===== src/rtl/structure2_pkg.sv =====
// Shared definitions for the structure2 fully connected stages:
// FSM state encoding, data width, saturation bounds and output clamp.
package structure2_pkg;

  localparam int DATA_W  = 8;
  localparam int SAT_MAX = 127;
  localparam int SAT_MIN = -128;

  typedef enum logic [2:0] {
    ST_IDLE,
    ST_ACC,
    ST_BIAS1,
    ST_BIAS2,
    ST_ROUND,
    ST_OUT,
    ST_DONE
  } fc_state_e;

  // Clamp a rounded value into the signed output range, optional ReLU.
  function automatic logic signed [DATA_W-1:0] sat_relu(input logic signed [31:0] v,
                                                        input logic relu);
    logic signed [DATA_W-1:0] r;
    if (relu && (v < 0))     r = '0;
    else if (v > SAT_MAX)    r = DATA_W'(SAT_MAX);
    else if (v < SAT_MIN)    r = DATA_W'(SAT_MIN);
    else                     r = v[DATA_W-1:0];
    return r;
  endfunction

endpackage


===== src/rtl/structure2_fc2_accum_if.sv =====
// Stream, bias-block and result signals of the fc2 accumulate stage.
interface structure2_fc2_accum_if;
  logic                                        start;
  logic                                        in_valid;
  logic signed [structure2_pkg::DATA_W-1:0]    in_act;
  logic signed [structure2_pkg::DATA_W-1:0]    in_wt;
  logic                                        in_ready;
  logic                                        bias_en;
  logic signed [structure2_pkg::DATA_W-1:0]    bias_data;
  logic                                        out_valid;
  logic signed [structure2_pkg::DATA_W-1:0]    out_data;
  logic [3:0]                                  out_idx;
  logic                                        busy;
  logic                                        done;

  modport master (
    output start, in_valid, in_act, in_wt, bias_data,
    input  in_ready, bias_en, out_valid, out_data, out_idx, busy, done
  );

  modport slave (
    input  start, in_valid, in_act, in_wt, bias_data,
    output in_ready, bias_en, out_valid, out_data, out_idx, busy, done
  );
endinterface


===== src/rtl/structure2_fc2_requant.sv =====
// Combinational add-bias, round-half-up, saturate and optional ReLU.
module structure2_fc2_requant
  import structure2_pkg::*;
#(
  parameter int ACC_W      = 24,
  parameter int BIAS_SHIFT = 6,
  parameter int OUT_SHIFT  = 7,
  parameter int RELU       = 0
) (
  input  logic signed [ACC_W-1:0]  acc,
  input  logic signed [DATA_W-1:0] bias,
  output logic signed [DATA_W-1:0] result
);

  localparam int HALF_I = 1 << (OUT_SHIFT - 1);

  logic signed [ACC_W-1:0] bias_al;
  logic signed [ACC_W-1:0] sum;
  logic signed [ACC_W:0]   rnd;
  logic signed [ACC_W:0]   shr;
  logic signed [31:0]      wide;

  // Bias aligned to product scale, then rounded and clamped; the rounding
  // add is one bit wider so it cannot wrap on top of the accumulator wrap.
  always_comb begin
    bias_al = {{(ACC_W-DATA_W){bias[DATA_W-1]}}, bias} <<< BIAS_SHIFT;
    sum     = acc + bias_al;
    rnd     = {sum[ACC_W-1], sum} + (ACC_W+1)'(HALF_I);
    shr     = rnd >>> OUT_SHIFT;
    wide    = {{(31-ACC_W){shr[ACC_W]}}, shr};
    result  = sat_relu(wide, RELU != 0);
  end

endmodule


===== src/rtl/structure2_fc2_accum.sv =====
// fc2 multiply-accumulate: IN_LEN products per neuron, bias fetch,
// requantise and emit one signed 8-bit result per neuron.
module structure2_fc2_accum
  import structure2_pkg::*;
#(
  parameter int IN_LEN     = 64,
  parameter int OUT_NUM    = 10,
  parameter int ACC_W      = 24,
  parameter int BIAS_SHIFT = 6,
  parameter int OUT_SHIFT  = 7,
  parameter int RELU       = 0
) (
  input logic                    clk,
  input logic                    rst,
  structure2_fc2_accum_if.slave  bus
);

  localparam int K_W = (IN_LEN > 1) ? $clog2(IN_LEN) : 1;

  fc_state_e               state_q, state_d;
  logic signed [ACC_W-1:0] acc_q, acc_d;
  logic [K_W-1:0]          k_q, k_d;
  logic [3:0]              n_q, n_d;
  logic signed [DATA_W-1:0] bias_q, bias_d;
  logic signed [DATA_W-1:0] out_data_q, out_data_d;
  logic [3:0]              out_idx_q, out_idx_d;
  logic                    in_ready_q, in_ready_d;
  logic                    bias_en_q, bias_en_d;
  logic                    out_valid_q, out_valid_d;
  logic                    busy_q, busy_d;
  logic                    done_q, done_d;

  logic signed [15:0]      prod;
  logic signed [ACC_W-1:0] prod_ext;
  logic signed [DATA_W-1:0] req_result;

  structure2_fc2_requant #(
    .ACC_W      (ACC_W),
    .BIAS_SHIFT (BIAS_SHIFT),
    .OUT_SHIFT  (OUT_SHIFT),
    .RELU       (RELU)
  ) u_requant (
    .acc    (acc_q),
    .bias   (bias_q),
    .result (req_result)
  );

  // Next-state, datapath and registered-output decode for the layer pass.
  always_comb begin
    prod     = bus.in_act * bus.in_wt;
    prod_ext = {{(ACC_W-16){prod[15]}}, prod};

    state_d    = state_q;
    acc_d      = acc_q;
    k_d        = k_q;
    n_d        = n_q;
    bias_d     = bias_q;
    out_data_d = out_data_q;
    out_idx_d  = out_idx_q;

    unique case (state_q)
      ST_IDLE: begin
        if (bus.start) begin
          state_d = ST_ACC;
          acc_d   = '0;
          k_d     = '0;
          n_d     = '0;
        end
      end
      ST_ACC: begin
        if (bus.in_valid) begin
          acc_d = acc_q + prod_ext;
          if (k_q == K_W'(IN_LEN - 1)) begin
            k_d     = '0;
            state_d = ST_BIAS1;
          end else begin
            k_d = k_q + K_W'(1);
          end
        end
      end
      ST_BIAS1: state_d = ST_BIAS2;
      ST_BIAS2: begin
        bias_d  = bus.bias_data;
        state_d = ST_ROUND;
      end
      ST_ROUND: begin
        out_data_d = req_result;
        out_idx_d  = n_q;
        state_d    = ST_OUT;
      end
      ST_OUT: begin
        if (n_q == 4'(OUT_NUM - 1)) begin
          state_d = ST_DONE;
        end else begin
          n_d     = n_q + 4'd1;
          acc_d   = '0;
          state_d = ST_ACC;
        end
      end
      ST_DONE: state_d = ST_IDLE;
      default: state_d = ST_IDLE;
    endcase

    // Outputs are decoded from the next state so they are registered
    // yet line up with the state they describe.
    in_ready_d  = (state_d == ST_ACC);
    bias_en_d   = (state_d == ST_BIAS1) || (state_d == ST_BIAS2);
    out_valid_d = (state_d == ST_OUT);
    busy_d      = (state_d != ST_IDLE);
    done_d      = (state_d == ST_DONE);
  end

  // State, datapath and output registers with synchronous reset.
  always_ff @(posedge clk) begin
    if (rst) begin
      state_q     <= ST_IDLE;
      acc_q       <= '0;
      k_q         <= '0;
      n_q         <= '0;
      bias_q      <= '0;
      out_data_q  <= '0;
      out_idx_q   <= '0;
      in_ready_q  <= 1'b0;
      bias_en_q   <= 1'b0;
      out_valid_q <= 1'b0;
      busy_q      <= 1'b0;
      done_q      <= 1'b0;
    end else begin
      state_q     <= state_d;
      acc_q       <= acc_d;
      k_q         <= k_d;
      n_q         <= n_d;
      bias_q      <= bias_d;
      out_data_q  <= out_data_d;
      out_idx_q   <= out_idx_d;
      in_ready_q  <= in_ready_d;
      bias_en_q   <= bias_en_d;
      out_valid_q <= out_valid_d;
      busy_q      <= busy_d;
      done_q      <= done_d;
    end
  end

  assign bus.in_ready  = in_ready_q;
  assign bus.bias_en   = bias_en_q;
  assign bus.out_valid = out_valid_q;
  assign bus.out_data  = out_data_q;
  assign bus.out_idx   = out_idx_q;
  assign bus.busy      = busy_q;
  assign bus.done      = done_q;

endmodule

===== src/flat_wrapper.sv =====
// flat-port wrapper written by rule: the top's interface ports become plain ports
module structure2_fc2_accum_flat import structure2_pkg::*;
#(
  parameter int IN_LEN     = 64,
  parameter int OUT_NUM    = 10,
  parameter int ACC_W      = 24,
  parameter int BIAS_SHIFT = 6,
  parameter int OUT_SHIFT  = 7,
  parameter int RELU       = 0
)
  (clk, rst, bus_start, bus_in_valid, bus_in_act, bus_in_wt, bus_bias_data, bus_in_ready, bus_bias_en, bus_out_valid, bus_out_data, bus_out_idx, bus_busy, bus_done);
  structure2_fc2_accum_if bus_i ();
  input logic clk;
  input logic rst;
  input wire logic [$bits(bus_i.start)-1:0] bus_start;
  input wire logic [$bits(bus_i.in_valid)-1:0] bus_in_valid;
  input wire logic [$bits(bus_i.in_act)-1:0] bus_in_act;
  input wire logic [$bits(bus_i.in_wt)-1:0] bus_in_wt;
  input wire logic [$bits(bus_i.bias_data)-1:0] bus_bias_data;
  output wire logic [$bits(bus_i.in_ready)-1:0] bus_in_ready;
  output wire logic [$bits(bus_i.bias_en)-1:0] bus_bias_en;
  output wire logic [$bits(bus_i.out_valid)-1:0] bus_out_valid;
  output wire logic [$bits(bus_i.out_data)-1:0] bus_out_data;
  output wire logic [$bits(bus_i.out_idx)-1:0] bus_out_idx;
  output wire logic [$bits(bus_i.busy)-1:0] bus_busy;
  output wire logic [$bits(bus_i.done)-1:0] bus_done;
  assign bus_i.start = bus_start;
  assign bus_i.in_valid = bus_in_valid;
  assign bus_i.in_act = bus_in_act;
  assign bus_i.in_wt = bus_in_wt;
  assign bus_i.bias_data = bus_bias_data;
  assign bus_in_ready = bus_i.in_ready;
  assign bus_bias_en = bus_i.bias_en;
  assign bus_out_valid = bus_i.out_valid;
  assign bus_out_data = bus_i.out_data;
  assign bus_out_idx = bus_i.out_idx;
  assign bus_busy = bus_i.busy;
  assign bus_done = bus_i.done;
  structure2_fc2_accum #(.IN_LEN(IN_LEN), .OUT_NUM(OUT_NUM), .ACC_W(ACC_W), .BIAS_SHIFT(BIAS_SHIFT), .OUT_SHIFT(OUT_SHIFT), .RELU(RELU)) u_core (.clk(clk), .rst(rst), .bus(bus_i));
endmodule

===== config.mk =====
export PLATFORM = sky130hd
export DESIGN_NAME = structure2_fc2_accum_flat
export DESIGN_NICKNAME = d
export VERILOG_FILES = /design/src/rtl/structure2_pkg.sv /design/src/rtl/structure2_fc2_accum_if.sv /design/src/rtl/structure2_fc2_requant.sv /design/src/rtl/structure2_fc2_accum.sv /design/src/flat_wrapper.sv
export SDC_FILE = /design/constraint.sdc
export NUM_CORES = 1
export LEC_CHECK = 0
export CORE_AREA = 2 2 137 139
export CTS_BUF_LIST = sky130_fd_sc_hd__clkbuf_4 sky130_fd_sc_hd__clkbuf_8
export CTS_CLUSTER_DIAMETER = 100
export DETAILED_ROUTE_END_ITERATION = 10
export DIE_AREA = 0 0 139 141
export RECOVER_POWER = 25
export SKIP_CTS_REPAIR_TIMING = 1
export SYNTH_ARGS = -nofsm -noshare
export SYNTH_HDL_FRONTEND = slang
export SYNTH_SLANG_ARGS = --single-unit

===== constraint.sdc =====
create_clock -name clk -period 8 [get_ports clk]
set_input_delay 1.6 -clock clk [delete_from_list [all_inputs] [get_ports clk]]
set_output_delay 1.6 -clock clk [all_outputs]
set_load 0.01 [all_outputs]

==> impl_results.md, run 1 <==
- Delay-heaviest family, CP: adder cells
- Dpl cells: 1154
- Clock Skew: 9.70 ps
- # setup viols final: 0
- VDD IR max: 234 uV
- Mux cell area share after synthesis: 1.37%
- YS warnings: 0
- Detailed placer's ending HPWL: 14000 um
- Largest net degree at the start of global routing: 60
- Synth Area in Simple Gates: 19.3%
- DRT iter0 DRCs: 262
- I/O pin count: 45
- DRC Markers: 0
- TritonCTS clock tree: yes
- FP Rows: 50
- CTS HTree Levels: 3
- Synth Register Bits: 62
- Hold Violations, Final: 0
- GRT Residual Overflow: 0
- Fraction of layout cells with a size suffix above 1: 5.13%
- Total detailed-routing wirelength: 16700 um
- Critical Path AT: 7430 ps
- Syn_nets: 1104
- Sequential share of the synthesized area: 15.5%
- Die area: 0.0196 mm2
- Netlist cell types: 74
- Worst EP required: 8260 ps
- CP Cell Sequence: clkdlybuf4s50_1 > and2_1 > fa_1 > inv_1 > fa_1 > inv_1 > fa_1 > fa_1 > fa_1 > ha_1 > a2111oi_0 > buf_4 > o31ai_1 > o41ai_1 > buf_4 > o21ai_0 > a21o_1 > a31oi_1 > nand2b_1 > xnor2_1 > o21ai_1
- Synth Flop Type: dfxtp_1
- Complex-gate fraction of the synthesized area: 14.0%
- Clk slew on worst S/H paths: 80 ps
- CP endpoint kind: flop
- Power Density: 337 mW/mm2
- Buffers on Ports: 44
- CP max-delay cell: fa_1
- All-Layer GR Usage: 18.1%
- Synth Area per Inst: 8.97 um2
- Post-synth EDFFs: 0
- Antenna viol nets, final: 0
- Clock root cell: clkbuf_8
- Initial Util: 44.0%
- CP bufs+invs: 5
- Failing checks: capacitance limit, slew limit
- Worst-Margin Slew: 2420 ps
- Crit path max fanout: 8
- Max Freq: 0.140 GHz
- WS Path Type: input port to flop
- Post-Syn Area: 0.00803 mm2
- DR vias/cell: 5.16
- CTS buffer count: 9
- Wirelength per Cell: 14.3 um
- Synth Area in XOR/XNOR: 5.65%
- Max-slew headroom: -61.4%
- Antenna violations before repair: 0
- Antenna diodes: 0
- Die Y: 141 um
- Setup tns final: 0 ps
- Fill cells: 1761
- Vias in the first global route: 6149
- Combinational family with the most area after synthesis: adder cells
- Area growth, synth to finish: 10.8%
- DRT Pass-1 Iters: 4
- Final nets: 1139
- Fin Hold WS: 455 ps
- Final cell count without fillers: 1170
- First-pass GRT wire length: 29200 um
- Min Tclk post-route: 7170 ps
- GPL Wtd Cong: 0.807
- Asr flop ratio synth: 0%
- Critical Path Start Type: input port
- Status: finished, violations left
- Bufs on Longest Clock Path: 2
- Skew-Pair Late Insertion Delay: 360 ps
- Routed via count: 6043
- Leakage: 4.06 nW
- RSZ-0062 raised after global routing: false
- Adder-cell area share of the yosys netlist: 37.9%
- Most frequent CP cell: fa_1
- Synth Instances: 896
- Die W: 139 um
- Max Slew Vio Count: 60
- Core Area: 0.0183 mm2
- MaxCap Viol Count: 1
- Crit share post-route: 89.6%
- Largest incremental delay on the critical path: 600 ps
- Hold WC Path Type: flop to flop
- # clock sinks: 62
==> tightest hold or removal path, cell delays in order (launching register included) <==
cell,delay (ps)
dfxtp_1,310
nand2_1,50
a21oi_1,50
==> power breakdown <==
part           switching (mW)  internal, mW  leakage (nW)
logic                    1.26          1.07          3.46
registers              0.0439         0.341         0.502
clock network           0.136         0.145        0.0996
total                    1.44          1.55          4.06
==> sequential cells by signal, summed over array words and instances (netlist names) <==
register              cells
u_core.acc_q             24
u_core.bias_q             8
u_core.bus.out_data       8
u_core.k_q                6
u_core.bus.out_idx        4
u_core.n_q                4
u_core.state_q            3
u_core.bus.bias_en        1
u_core.bus.busy           1
u_core.bus.done           1
u_core.bus.in_ready       1
u_core.bus.out_valid      1
==> path summary, 6_finish.rpt <==
check | slack [ps] | endpoint | from | depth (start not counted)
worst max-delay path | 830 | u_core.acc_q[21] | bus_in_act[3] | 21
worst min-delay path | 460 | u_core.bus.out_idx[1] | u_core.bus.out_idx[1] | 2
worst max register to register | 2440 | u_core.acc_q[21] | u_core.acc_q[6] | 22
worst min register to register | 460 | u_core.bus.out_idx[1] | u_core.bus.out_idx[1] | 2
==> final cells by class <==
| cell class | count | area [um2] | area share (%) |
|---|---|---|---|
| flip-flops and latches | 62 | 1240 | 13.9 |
| inverters | 110 | 413 | 4.64 |
| multi-input cells | 699 | 6290 | 70.6 |
| clock inverters | 7 | 73.8 | 0.829 |
| clock buffers | 9 | 124 | 1.39 |
| repair buffers | 49 | 472 | 5.30 |
| well taps | 234 | 293 | 3.29 |
==> cell families after synthesis <==
kind of cell,after synthesis
AOI/OAI and AO/OA,162
xor gates and xnor gates,51
adders and majority gates,180
buffers and inverters,135
DFF,62
muxes,11
and+or+nand+nor,295
==> per-layer routing <==
layer | vias to the layer above | GRT usage (%) | part of all wire, %
li1 | 3076 | - | -
met1 | 2884 | 24.6 | 46
met2 | 68 | 30.8 | 49
met3 | 15 | 2.38 | 3.7
met4 | 0 | 4.25 | 1.1
met5 | - | 0 | 0
==> through the flow <==
step,power [mW],worst slack (ps),instance area (um2),utilization [%]
after global placement,2.76,425,8710,47.7
after floorplan,2.26,856,8030,-
after global routing,3.43,376,8900,48.7
after CTS,3.06,810,8900,48.7
final,3.00,832,8900,48.7
after detailed placement,2.76,476,8710,47.7
==> layout by cell type, fill, tap and decap left out, drive strengths merged, types with 4 or more instances in the layout <==
master and n:
inv 110, fa 105, ha 75, nor2 70, dfxtp 62, nand2 61
a21oi 52, and2 42, clkdlybuf4s50 41, xnor2 34, nand3 27, o21ai 22
nor3 22, xor2 17, nand2b 15, o21bai 12, mux2i 11, a21o 10
clkbuf 10, a22oi 8, or2 8, and3 8, o31ai 8, nor2b 7
or3 7, o32ai 7, nand3b 7, a31oi 7, a211o 5, buf 5
clkinv 5, nand4b 4, nand4 4
==> synth_stat cells, types with 18 or more instances <==
cell / number / area share (%)
a21oi_1: 52 / 3.2
and2_1: 42 / 3.3
clkbuf_1: 22 / 1.0
dfxtp_1: 62 / 15
fa_1: 105 / 26
ha_1: 75 / 12
inv_1: 109 / 5.1
nand2_1: 61 / 2.9
nand3_1: 26 / 1.6
nor2_1: 70 / 3.3
nor3_1: 18 / 1.1
o21ai_0: 19 / 1.2
xnor2_1: 34 / 3.7
No activity file was read; power rests on OpenSTA's default activity.
==> run 2: changes to the inputs <==
==> constraint.sdc (replaced) <==
create_clock -name clk -period 7.95 [get_ports clk]
set_input_delay 1.9875 -clock clk [delete_from_list [all_inputs] [get_ports clk]]
set_output_delay 1.9875 -clock clk [all_outputs]
set_load 0.01 [all_outputs]
==> run 2 against run 1 <==
Compared with the run above: the run still ends with capacitance limit, slew limit left; via count up 1.0%; clock power up 4%; design area up 1.8%; critical path depth up 2; sequential share of layout area down 0.24 points; power up 2.7%; hold slack worse by 3.6 ps; sequential cell count unchanged; global-route usage up 0.68 points; wire length up 1.4%; die area unchanged; highest routed layer unchanged.
==> impl_results.md, run 2 (same netlist as run 1, synthesis figures left out) <==
- Status: finished, violations left
- Failing checks: capacitance limit, slew limit
- Min Tclk post-route: 7470 ps
- Crit share post-route: 94.0%
- Worst EP required: 8200 ps
- Reg2reg path depth: 22
- Critical Path Start Type: input port
- GRT met1 Usage: 25.4%
- Fill cells: 1812
- Critical Path AT: 7720 ps
- GR peak layer: met2
- Final Util: 49.6%
- First-pass GRT wire length: 30500 um
- # setup viols final: 0
- Largest net degree at the start of global routing: 60
- Largest reg by FF count: u_core.acc_q
- Final Total Pwr: 3.08 mW
- Worst-Margin Slew: 2530 ps
- Clock Skew: 11.3 ps
- RSZ-0062 raised after global routing: false
- Area growth, synth to finish: 12.8%
- Leakage: 4.16 nW
- Largest incremental delay on the critical path: 650 ps
- Antenna violations before repair: 0
- Most common cell after layout, fill and taps aside: inv_1
- Die Y: 141 um
- Worst Hold Launch: u_core.acc_q[1]
- CP max-delay cell: clkdlybuf4s50_1
- Max-slew headroom: -68.5%
- Hold WC Path Type: flop to flop
- FP Rows: 50
- Global routing met2 resource utilization: 32.2%
- GRT Residual Overflow: 0
- Max Freq: 0.134 GHz
- CTS HTree Levels: 3
- Vias in the first global route: 6347
- CP Cell Sequence: clkdlybuf4s50_1 > nand2_1 > fa_1 > inv_1 > fa_1 > inv_1 > fa_1 > inv_1 > fa_1 > ha_1 > ha_1 > a21o_1 > a2111oi_1 > buf_4 > o31ai_1 > o41ai_1 > buf_4 > o21ai_0 > a21o_1 > a31oi_1 > nand2b_1 > xnor2_1 > o21ai_1
- Hold Violations, Final: 0
- Die W: 139 um
- MaxCap Viol Count: 1
- Clk slew on worst S/H paths: 70 ps
- Fraction of layout cells with a size suffix above 1: 7.11%
- Skew-Pair Late Insertion Delay: 350 ps
- Buffers on Ports: 44
- Max Slew Vio Count: 60
- Largest register FFs: 24
- Hold Crit Depth: 2
- GPL Wtd Cong: 0.842
- Crit path max fanout: 8
- Detailed placer's ending HPWL: 14000 um
- Most frequent CP cell: fa_1
- Die area: 0.0196 mm2
- Delay-heaviest family, CP: adder cells
- Worst hold path endpoint: u_core.acc_q[1]
- FF+latch area: 0.00124 mm2
- WS Path Type: input port to flop
- Final nets: 1159
- Wirelength per Cell: 14.3 um
- Worst r2r dst: u_core.acc_q[21]
- DRC Markers: 0
- DR vias/cell: 5.13
- Multi-input gate area: 0.00629 mm2
- DRT iter0 DRCs: 219
- Clock root cell: clkbuf_8
- TritonCTS clock tree: yes
- VDD IR max: 255 uV
- Fin Hold WS: 452 ps
- # clock sinks: 62
- I/O pin count: 45
- Setup tns final: 0 ps
- DRT Pass-1 Iters: 4
- CP bufs+invs: 6
- Initial Util: 44.0%
- Bufs on Longest Clock Path: 2
- Antenna diodes: 0
- Routed via count: 6105
- Antenna viol nets, final: 0
- FF-to-FF Start: u_core.acc_q[6]
- All-Layer GR Usage: 18.8%
- Total detailed-routing wirelength: 17000 um
- R2r setup slk: 2420 ps
- Power Density: 340 mW/mm2
- Core Area: 0.0183 mm2
- Most frequent cells in the layout: inv_1 (109), fa_1 (105), ha_1 (75), nor2_1 (70), dfxtp_1 (62)
- CP endpoint kind: flop
- CTS buffer count: 9
- Met3 usage: 2.68%
==> run 2: layer usage <==
layer / share of wire [%] / vias up
met3: 2.3 / 16
met1: 48 / 2900
met4: 1.1 / 0
li1: - / 3127
met5: 0 / -
met2: 49 / 62
==> run 2: how the worst max path moves through the flow <==
| stage | from | end | slack (ps) | cells past startpoint |
|---|---|---|---|---|
| final | bus_in_wt[1] | u_core.acc_q[21] | 480 | 23 |
| after CTS | bus_in_wt[0] | u_core.acc_q[21] | 370 | 21 |
| after floorplan | bus_in_wt[0] | u_core.acc_q[21] | 420 | 18 |
| after global placement | bus_in_wt[0] | u_core.acc_q[21] | 50 | 21 |
| after detailed placement | bus_in_wt[0] | u_core.acc_q[21] | 50 | 21 |
| after global routing | bus_in_wt[1] | u_core.acc_q[21] | 30 | 23 |
==> run 2: cell type report <==
class                           instances  area share [%]
Clock buffer                           10            1.52
Clock inverter                          6           0.746
Inverter                              110            4.56
Multi-Input combinational cell        699            69.4
Sequential cell                        62            13.7
Tap cell                              234            3.23
Timing Repair Buffer                   69            6.86
==> run 2: tightest hold or removal path: stages (launching register included) <==
cell     delay, ps
dfxtp_1        310
nand2_1         50
a21oi_1         50
==> run 2: stage by stage <==
step                cell area [um2]  cells  setup WS (ps)
floorplan                      8030    896            418
global placement               8860   1174           45.6
detailed placement             8860   1174           47.3
CTS                            9060   1190            373
global route                   9060   1190           31.6
finish                         9060   1190            479
==> run 2: report_power, final <==
group          total, mW  internal, mW  switching [mW]  leakage, nW
registers          0.385         0.343          0.0426        0.502
clock network      0.291         0.155           0.136       0.0993
logic               2.40          1.12            1.28         3.56
